--- config.mk ---
export PLATFORM = sky130hd
export DESIGN_NAME = ysyx_25040101_lsu_flat
export DESIGN_NICKNAME = d
export VERILOG_FILES = /design/src/rtl/ysyx_25040101_pkg.sv /design/src/rtl/ysyx_25040101_lsu_if.sv /design/src/rtl/ysyx_25040101_lsu_align.sv /design/src/rtl/ysyx_25040101_lsu.sv /design/src/flat_wrapper.sv
export SDC_FILE = /design/constraint.sdc
export NUM_CORES = 1
export LEC_CHECK = 0
export CORE_MARGIN = 2
export CORE_UTILIZATION = 25
export DETAILED_ROUTE_END_ITERATION = 16
export GPL_TIMING_DRIVEN = 0
export PLACE_DENSITY = 0.51
export RECOVER_POWER = 100
export SKIP_CTS_REPAIR_TIMING = 1
export SLEW_MARGIN = 10
export SYNTH_ARGS = -nofsm -noshare
export SYNTH_HDL_FRONTEND = slang
export SYNTH_HIERARCHICAL = 1
export SYNTH_SLANG_ARGS = --single-unit
--- constraint.sdc ---
create_clock -name clk_i -period 1.5 [get_ports clk_i]
set_input_delay 0.3 -clock clk_i [delete_from_list [all_inputs] [get_ports clk_i]]
set_output_delay 0.3 -clock clk_i [all_outputs]
set_load 0.1 [all_outputs]
--- src/rtl/ysyx_25040101_pkg.sv ---
// Shared definitions for the ysyx_25040101 load/store unit: opcode fields,
// access size codes, FSM states, strobe base patterns and the alignment test.
package ysyx_25040101_pkg;

   localparam int unsigned LSU_DATA_W = 32;
   localparam int unsigned LSU_STRB_W = LSU_DATA_W / 8;

   // lsu_op bit positions: [3]=store, [2]=unsigned load, [1:0]=size
   localparam int unsigned LSU_OP_STORE    = 3;
   localparam int unsigned LSU_OP_UNSIGNED = 2;

   typedef enum logic [1:0] {
      LSU_SZ_B    = 2'b00,
      LSU_SZ_H    = 2'b01,
      LSU_SZ_W    = 2'b10,
      LSU_SZ_RSVD = 2'b11
   } lsu_size_e;

   typedef enum logic [1:0] {
      ST_IDLE = 2'b00,
      ST_REQ  = 2'b01,
      ST_RESP = 2'b10,
      ST_DONE = 2'b11
   } lsu_state_e;

   localparam logic [LSU_STRB_W-1:0] LSU_STRB_B = 4'b0001;
   localparam logic [LSU_STRB_W-1:0] LSU_STRB_H = 4'b0011;
   localparam logic [LSU_STRB_W-1:0] LSU_STRB_WD = 4'b1111;

   // Halfword on an odd byte, or word not on a word boundary
   function automatic logic lsu_misaligned(input logic [1:0] size, input logic [1:0] off);
      return ((size == LSU_SZ_H) && off[0]) || ((size == LSU_SZ_W) && (off != 2'b00));
   endfunction

endpackage

--- src/rtl/ysyx_25040101_lsu_if.sv ---
// Memory-side valid/ready bus of the LSU. master = LSU, slave = memory.
interface ysyx_25040101_lsu_if #(
   parameter int unsigned ADDR_W = 32,
   parameter int unsigned DATA_W = 32
);
   logic              mem_req_valid_o;
   logic              mem_req_ready_i;
   logic [ADDR_W-1:0] mem_addr_o;
   logic              mem_we_o;
   logic [DATA_W-1:0] mem_wdata_o;
   logic [3:0]        mem_wstrb_o;
   logic              mem_resp_valid_i;
   logic [DATA_W-1:0] mem_rdata_i;
   logic              mem_resp_err_i;

   modport master (
      output mem_req_valid_o, mem_addr_o, mem_we_o, mem_wdata_o, mem_wstrb_o,
      input  mem_req_ready_i, mem_resp_valid_i, mem_rdata_i, mem_resp_err_i
   );

   modport slave (
      input  mem_req_valid_o, mem_addr_o, mem_we_o, mem_wdata_o, mem_wstrb_o,
      output mem_req_ready_i, mem_resp_valid_i, mem_rdata_i, mem_resp_err_i
   );
endinterface

--- src/rtl/ysyx_25040101_lsu_align.sv ---
// Combinational byte-lane logic: store data/strobe shift and load extract/extend.
module ysyx_25040101_lsu_align
   import ysyx_25040101_pkg::*;
(
   input  logic [1:0]            st_off_i,
   input  logic [1:0]            st_size_i,
   input  logic [LSU_DATA_W-1:0] st_wdata_i,
   output logic [LSU_DATA_W-1:0] st_wdata_c_o,
   output logic [LSU_STRB_W-1:0] st_wstrb_c_o,
   input  logic [1:0]            ld_off_i,
   input  logic [1:0]            ld_size_i,
   input  logic                  ld_unsigned_i,
   input  logic [LSU_DATA_W-1:0] ld_rdata_i,
   output logic [LSU_DATA_W-1:0] ld_data_c_o
);

   logic [LSU_STRB_W-1:0] strb_base;
   logic [LSU_DATA_W-1:0] ld_shift;
   logic                  ld_sign;

   // Store: size pattern and data moved up to the addressed lanes, overflow dropped
   always_comb begin
      strb_base = '0;
      case (st_size_i)
         LSU_SZ_B: strb_base = LSU_STRB_B;
         LSU_SZ_H: strb_base = LSU_STRB_H;
         LSU_SZ_W: strb_base = LSU_STRB_WD;
         default:  strb_base = '0;
      endcase
      st_wstrb_c_o = LSU_STRB_W'(strb_base << st_off_i);
      st_wdata_c_o = LSU_DATA_W'(st_wdata_i << {st_off_i, 3'b000});
   end

   // Load: bring addressed byte to bit 0, then sign- or zero-extend by size
   always_comb begin
      ld_shift    = ld_rdata_i >> {ld_off_i, 3'b000};
      ld_sign     = 1'b0;
      ld_data_c_o = ld_shift;
      case (ld_size_i)
         LSU_SZ_B: begin
            ld_sign     = ~ld_unsigned_i & ld_shift[7];
            ld_data_c_o = {{24{ld_sign}}, ld_shift[7:0]};
         end
         LSU_SZ_H: begin
            ld_sign     = ~ld_unsigned_i & ld_shift[15];
            ld_data_c_o = {{16{ld_sign}}, ld_shift[15:0]};
         end
         default: ld_data_c_o = ld_shift;
      endcase
   end

endmodule

--- src/rtl/ysyx_25040101_lsu.sv ---
// Load/store unit: one valid/ready memory access per execute request, result to writeback.
// Optional macro LSU_MISALIGN_CHECK_EN: fault misaligned H/W accesses without using the bus.
module ysyx_25040101_lsu
   import ysyx_25040101_pkg::*;
#(
   parameter int unsigned ADDR_W = 32,
   parameter int unsigned DATA_W = 32
) (
   input  logic                 clk_i,
   input  logic                 rst_n_i,
   input  logic                 ex_valid_i,
   output logic                 ex_ready_o,
   input  logic [ADDR_W-1:0]    addr_i,
   input  logic [DATA_W-1:0]    wdata_i,
   input  logic [3:0]           lsu_op_i,
   output logic                 wb_valid_o,
   input  logic                 wb_ready_i,
   output logic [DATA_W-1:0]    rdata_o,
   output logic                 err_o,
   ysyx_25040101_lsu_if.master  mem
);

   lsu_state_e        state_q, state_d;
   logic [3:0]        op_q, op_d;
   logic [1:0]        off_q, off_d;
   logic [ADDR_W-1:0] addr_q, addr_d;
   logic              we_q, we_d;
   logic [DATA_W-1:0] wdata_q, wdata_d;
   logic [3:0]        wstrb_q, wstrb_d;
   logic [DATA_W-1:0] rdata_q, rdata_d;
   logic              err_q, err_d;
   logic              ex_ready_q, ex_ready_d;
   logic              req_valid_q, req_valid_d;
   logic              wb_valid_q, wb_valid_d;
   logic              fault_c;
   logic [DATA_W-1:0] st_wdata_c;
   logic [3:0]        st_wstrb_c;
   logic [DATA_W-1:0] ld_data_c;

   ysyx_25040101_lsu_align u_align (
      .st_off_i      (addr_i[1:0]),
      .st_size_i     (lsu_op_i[1:0]),
      .st_wdata_i    (wdata_i),
      .st_wdata_c_o  (st_wdata_c),
      .st_wstrb_c_o  (st_wstrb_c),
      .ld_off_i      (off_q),
      .ld_size_i     (op_q[1:0]),
      .ld_unsigned_i (op_q[LSU_OP_UNSIGNED]),
      .ld_rdata_i    (mem.mem_rdata_i),
      .ld_data_c_o   (ld_data_c)
   );

   // Next-state, request latch and result capture
   always_comb begin
      state_d = state_q;
      op_d    = op_q;
      off_d   = off_q;
      addr_d  = addr_q;
      we_d    = we_q;
      wdata_d = wdata_q;
      wstrb_d = wstrb_q;
      rdata_d = rdata_q;
      err_d   = err_q;
      fault_c = (lsu_op_i[1:0] == LSU_SZ_RSVD);
`ifdef LSU_MISALIGN_CHECK_EN
      fault_c = fault_c | lsu_misaligned(lsu_op_i[1:0], addr_i[1:0]);
`endif
      case (state_q)
         ST_IDLE: begin
            if (ex_valid_i && ex_ready_q) begin
               op_d    = lsu_op_i;
               off_d   = addr_i[1:0];
               addr_d  = {addr_i[ADDR_W-1:2], 2'b00};
               we_d    = lsu_op_i[LSU_OP_STORE];
               wdata_d = st_wdata_c;
               wstrb_d = lsu_op_i[LSU_OP_STORE] ? st_wstrb_c : 4'b0000;
               rdata_d = '0;
               err_d   = fault_c;
               state_d = fault_c ? ST_DONE : ST_REQ;
            end
         end
         ST_REQ: begin
            if (mem.mem_req_ready_i) state_d = ST_RESP;
         end
         ST_RESP: begin
            if (mem.mem_resp_valid_i) begin
               err_d   = mem.mem_resp_err_i;
               rdata_d = (mem.mem_resp_err_i || op_q[LSU_OP_STORE]) ? '0 : ld_data_c;
               state_d = ST_DONE;
            end
         end
         ST_DONE: begin
            if (wb_ready_i) state_d = ST_IDLE;
         end
         default: state_d = ST_IDLE;
      endcase
      ex_ready_d  = (state_d == ST_IDLE);
      req_valid_d = (state_d == ST_REQ);
      wb_valid_d  = (state_d == ST_DONE);
   end

   // State and output registers, synchronous active-low reset
   always_ff @(posedge clk_i) begin
      if (!rst_n_i) begin
         state_q     <= ST_IDLE;
         op_q        <= '0;
         off_q       <= '0;
         addr_q      <= '0;
         we_q        <= 1'b0;
         wdata_q     <= '0;
         wstrb_q     <= '0;
         rdata_q     <= '0;
         err_q       <= 1'b0;
         ex_ready_q  <= 1'b1;
         req_valid_q <= 1'b0;
         wb_valid_q  <= 1'b0;
      end else begin
         state_q     <= state_d;
         op_q        <= op_d;
         off_q       <= off_d;
         addr_q      <= addr_d;
         we_q        <= we_d;
         wdata_q     <= wdata_d;
         wstrb_q     <= wstrb_d;
         rdata_q     <= rdata_d;
         err_q       <= err_d;
         ex_ready_q  <= ex_ready_d;
         req_valid_q <= req_valid_d;
         wb_valid_q  <= wb_valid_d;
      end
   end

   assign ex_ready_o          = ex_ready_q;
   assign wb_valid_o          = wb_valid_q;
   assign rdata_o             = rdata_q;
   assign err_o               = err_q;
   assign mem.mem_req_valid_o = req_valid_q;
   assign mem.mem_addr_o      = addr_q;
   assign mem.mem_we_o        = we_q;
   assign mem.mem_wdata_o     = wdata_q;
   assign mem.mem_wstrb_o     = wstrb_q;

endmodule

--- src/flat_wrapper.sv ---
// flat-port wrapper written by rule: the top's interface ports become plain ports
module ysyx_25040101_lsu_flat import ysyx_25040101_pkg::*;
#(
   parameter int unsigned ADDR_W = 32,
   parameter int unsigned DATA_W = 32
)
  (clk_i, rst_n_i, ex_valid_i, ex_ready_o, addr_i, wdata_i, lsu_op_i, wb_valid_o, wb_ready_i, rdata_o, err_o, mem_mem_req_valid_o, mem_mem_addr_o, mem_mem_we_o, mem_mem_wdata_o, mem_mem_wstrb_o, mem_mem_req_ready_i, mem_mem_resp_valid_i, mem_mem_rdata_i, mem_mem_resp_err_i);
  ysyx_25040101_lsu_if #(.ADDR_W(ADDR_W), .DATA_W(DATA_W)) mem_i ();
  input  logic clk_i;
  input  logic rst_n_i;
  input  logic ex_valid_i;
  output logic ex_ready_o;
  input  logic [ADDR_W-1:0] addr_i;
  input  logic [DATA_W-1:0] wdata_i;
  input  logic [3:0] lsu_op_i;
  output logic wb_valid_o;
  input  logic wb_ready_i;
  output logic [DATA_W-1:0] rdata_o;
  output logic err_o;
  output wire logic [$bits(mem_i.mem_req_valid_o)-1:0] mem_mem_req_valid_o;
  output wire logic [$bits(mem_i.mem_addr_o)-1:0] mem_mem_addr_o;
  output wire logic [$bits(mem_i.mem_we_o)-1:0] mem_mem_we_o;
  output wire logic [$bits(mem_i.mem_wdata_o)-1:0] mem_mem_wdata_o;
  output wire logic [$bits(mem_i.mem_wstrb_o)-1:0] mem_mem_wstrb_o;
  input wire logic [$bits(mem_i.mem_req_ready_i)-1:0] mem_mem_req_ready_i;
  input wire logic [$bits(mem_i.mem_resp_valid_i)-1:0] mem_mem_resp_valid_i;
  input wire logic [$bits(mem_i.mem_rdata_i)-1:0] mem_mem_rdata_i;
  input wire logic [$bits(mem_i.mem_resp_err_i)-1:0] mem_mem_resp_err_i;
  assign mem_mem_req_valid_o = mem_i.mem_req_valid_o;
  assign mem_mem_addr_o = mem_i.mem_addr_o;
  assign mem_mem_we_o = mem_i.mem_we_o;
  assign mem_mem_wdata_o = mem_i.mem_wdata_o;
  assign mem_mem_wstrb_o = mem_i.mem_wstrb_o;
  assign mem_i.mem_req_ready_i = mem_mem_req_ready_i;
  assign mem_i.mem_resp_valid_i = mem_mem_resp_valid_i;
  assign mem_i.mem_rdata_i = mem_mem_rdata_i;
  assign mem_i.mem_resp_err_i = mem_mem_resp_err_i;
  ysyx_25040101_lsu #(.ADDR_W(ADDR_W), .DATA_W(DATA_W)) u_core (.clk_i(clk_i), .rst_n_i(rst_n_i), .ex_valid_i(ex_valid_i), .ex_ready_o(ex_ready_o), .addr_i(addr_i), .wdata_i(wdata_i), .lsu_op_i(lsu_op_i), .wb_valid_o(wb_valid_o), .wb_ready_i(wb_ready_i), .rdata_o(rdata_o), .err_o(err_o), .mem(mem_i));
endmodule
==> results_dict.tcl, run 1 <==
set metrics [dict create \
    core-area_um2 22640 \
    fmax_mhz 593.9 \
    seqPwrFrac_pct 29.9 \
    initial_core_util_pct 25.45 \
    drive_gt1_share_pct 33.79 \
    antenna_found_initial 2 \
    crit_path_max_fanout 8 \
    io_pins 212 \
    slowest_delay_ns 0.34 \
    min_period_ns 1.684 \
    wl_per_cell_um 17.63 \
    yosysUniqueCellTypes 43 \
    synthCells 697 \
    drv_slew 0 \
    crit_arrival_ns 1.92 \
    cts-root-buf "clkbuf_16" \
    critical_path_class "register to register" \
    drc 0 \
    ys.flop_type "dfxtp_1" \
    setup_slack_ns -0.1838 \
    placementRows 55 \
    crit_path_top_delay_cell "dfxtp_2" \
    maxSlewHeadroom_pct 61.84 \
    multi_input_area_um2 3679 \
    cts_tree "done" \
    async_reset_ff_share_pct 0 \
    cts.sinks 110 \
    switchingPower_uw 4546 \
    nets 1060 \
    numPortBuffers 208 \
    die_h_um 155.8 \
    synth_edf_count 0 \
    crit_top_cell "buf_6" \
    run_status "finished, violations left" \
    timing.rr.end "u_core/rdata_o[24]$_SDFFE_PN0P_" \
    drt_wl_total_um 21900 \
    cts_buffer_depth 2 \
    timing.hold.ws_ns 0.3012 \
    die_area_um2 24280 \
    max-vdd-ir-drop_mv 0.6037 \
    reg2regPathDepth 9 \
    power_density_nw_per_um2 1188 \
    grt_pass1_vias 5676 \
    r2r_setup_slack_ns -0.18 \
    p_sw_share_pct 41.22 \
    worst_ep_required_time_ns 1.74 \
    yosys_warnings 6 \
    fp.dieW_um 155.8 \
    hold_viol 0 \
    firstDrtPassIters 5 \
    vias_per_cell 4.753 \
    overflow 0 \
    grt_max_degree 18 \
    total_power_uw 11030 \
    finalCritPeriodShare_pct 112.3 \
    leakage_uw 0.003831 \
    skew_ns 0.01384 \
    r2r_start "u_core/off_q[0]$_SDFFE_PN0P_" \
    seqCellArea_um2 2210 \
    fill_cells 2305 \
    p_int_uw 6483 \
    ant_nets 0 \
    clk_latency_ns 0.35 \
    cts.clk_slew.worst_paths_ns 0.08 \
    design_area_um2 9284 \
    clkPwrFrac_pct 24.3 \
    num_vias 5903 \
    violations "negative setup slack" \
    grtUsageTotal_pct 16.74 \
    ys_seq_area_share_pct 38.22 \
    synth-seq-cells 110 \
    synth.avg_cell_area_um2 8.267 \
    area_delta_synth_final_pct 61.13 \
    syn_area_um2 5762 \
    worstMarginPinSlew_ns 0.5724 \
    worstHoldStart "addr_i[0]" \
    rsz0062_at_grt "true" \
    first_iter_violations 285 \
    gp_congestion 0.8251 \
    finalSetupTns_ns -3.625 \
    comb_power_share_pct 45.9 \
    startpoint_type "register" \
    setup_viol 65 \
    cts_made_buffers 9 \
    worstPathCellList "buf_6, mux2i_2, mux2i_1, o211ai_2, buf_6, clkbuf_16, nand2_2, o211ai_1, a21boi_1" \
    post_dp_cell_area_um2 8209 \
    dp_hpwl_um 15700 \
    htreeDepth 3 \
    cp-end-kind "register" \
    final_common_cell "nand2_1" \
    grt_pass1_wl_um 31730 \
    hold_path_depth 3 \
    maxCapViolations 0 \
    mostFrequentLayoutCells "nand2_1, dfxtp_1, clkdlybuf4s50_1" \
    hold_path_end "u_core/off_q[0]$_SDFFE_PN0P_" \
    hp-class "input pin to register" \
]
==> area by class of cell <==
cell class / instances / share of cell area [%]
Antenna cell: 1 / 0.02695
Tap cell: 285 / 3.841
Sequential cell: 110 / 23.80
Buffer: 67 / 6.280
Timing Repair Buffer: 243 / 22.78
Clock inverter: 5 / 0.8760
Clock buffer: 11 / 2.615
Inverter: 4 / 0.1617
Multi-Input combinational cell: 516 / 39.62
==> cell usage after synthesis (all sizes together), types with 2 or more instances <==
library cell	instances	area (µm²)
a211oi	22	165.2
o21ai	15	82.58
nand3	36	180.2
nor3	2	10.01
inv	4	15.01
buf	44	339.1
o22ai	3	18.77
ha	2	25.02
dfxtp	110	2202
nor2b	19	118.9
nand2	166	623.1
clkbuf	24	90.09
mux2i	38	380.4
nor2	29	108.9
nand2b	2	20.02
and3b	2	17.52
nand3b	3	22.52
and2	9	56.30
a21boi	105	792.0
o211ai	33	252.7
a21oi	16	80.08
==> worst max path at each step <==
| stage | start | endpoint | slack, ns | cells past startpoint |
|---|---|---|---|---|
| 2_1_floorplan | u_core/off_q[0]$_SDFFE_PN0P_ | u_core/rdata_o[31]$_SDFFE_PN0P_ | 0.02 | 8 |
| 3_3_place_gp | mem_mem_rdata_i[31] | u_core/rdata_o[14]$_SDFFE_PN0P_ | -0.66 | 7 |
| 3_5_place_dp | mem_mem_rdata_i[31] | u_core/rdata_o[9]$_SDFFE_PN0P_ | -0.64 | 7 |
| 4_1_cts | u_core/op_q[3]$_SDFFE_PN0P_ | mem_mem_we_o | -0.76 | 1 |
| 5_1_grt | u_core/off_q[0]$_SDFFE_PN0P_ | u_core/rdata_o[20]$_SDFFE_PN0P_ | -0.25 | 9 |
| 6_report | u_core/off_q[0]$_SDFFE_PN0P_ | u_core/rdata_o[24]$_SDFFE_PN0P_ | -0.18 | 9 |
==> registers in the layout, summed over array words and instances, names as in the netlist <==
name,flops
u_core/err_o,1
u_core/mem.mem_addr_o,30
u_core/state_q,2
u_core/off_q,2
u_core/mem.mem_req_valid_o,1
u_core/ex_ready_o,1
u_core/mem.mem_wstrb_o,4
u_core/wb_valid_o,1
u_core/rdata_o,32
u_core/op_q,4
u_core/mem.mem_wdata_o,32
==> stage by stage <==
step	std cells	setup slack [ns]	utilization [%]
floorplan	698	0.01646	-
global placement	1191	-0.6557	36.26
detailed placement	1191	-0.6379	36.26
CTS	1207	-0.7552	37.69
global route	1241	-0.2502	40.99
finish	1242	-0.1838	41.01
==> logic make-up (layout without fill, tap and decap cells) <==
group,count (synthesis),after routing,share of synthesized area (%)
and+or+nand+nor,274,274,21.74
muxes,39,39,6.797
buffers and inverters,72,330,7.709
other,1,3,0.06508
adders and majority gates,2,2,0.4342
AOI/OAI and AO/OA,199,199,25.04
DFF,110,110,38.22
==> critical path, delay by kind of cell, from the launching register on <==
family,cells,cell delay (ns)
buffers and inverters,3,0.46
AO/OA/AOI/OAI,3,0.36
multiplexers,2,0.36
flip-flops,1,0.34
AND/OR/NAND/NOR,1,0.04
==> metal layers <==
metal | track usage (%) | vias up | wire length, µm
met1 | 22.53 | 2775 | 9868
met5 | 0 | - | 12
met4 | 3.582 | 2 | 264
met2 | 26.74 | 193 | 10250
li1 | - | 2912 | -
met3 | 4.722 | 21 | 1504
==> power by group through the flow <==
stage	Combinational [µW]	Clock [µW]	Sequential [µW]
floorplan	1470	0	4800
global placement	4150	0	3350
detailed placement	4140	0	3360
CTS	4150	2780	3300
global route	5320	2870	3330
finish	5060	2680	3290
Power figures use the tool's default switching activity.
==> run 2, diff against run 1 <==
--- a/config.mk
+++ b/config.mk
@@ -8,6 +8,7 @@
 export CORE_MARGIN = 2
 export CORE_UTILIZATION = 25
 export DETAILED_ROUTE_END_ITERATION = 16
+export GPL_ROUTABILITY_DRIVEN = 0
 export GPL_TIMING_DRIVEN = 0
 export PLACE_DENSITY = 0.51
 export RECOVER_POWER = 100
==> results of run 2 <==
Final layout, timing and power as in run 1 (identical DEF).
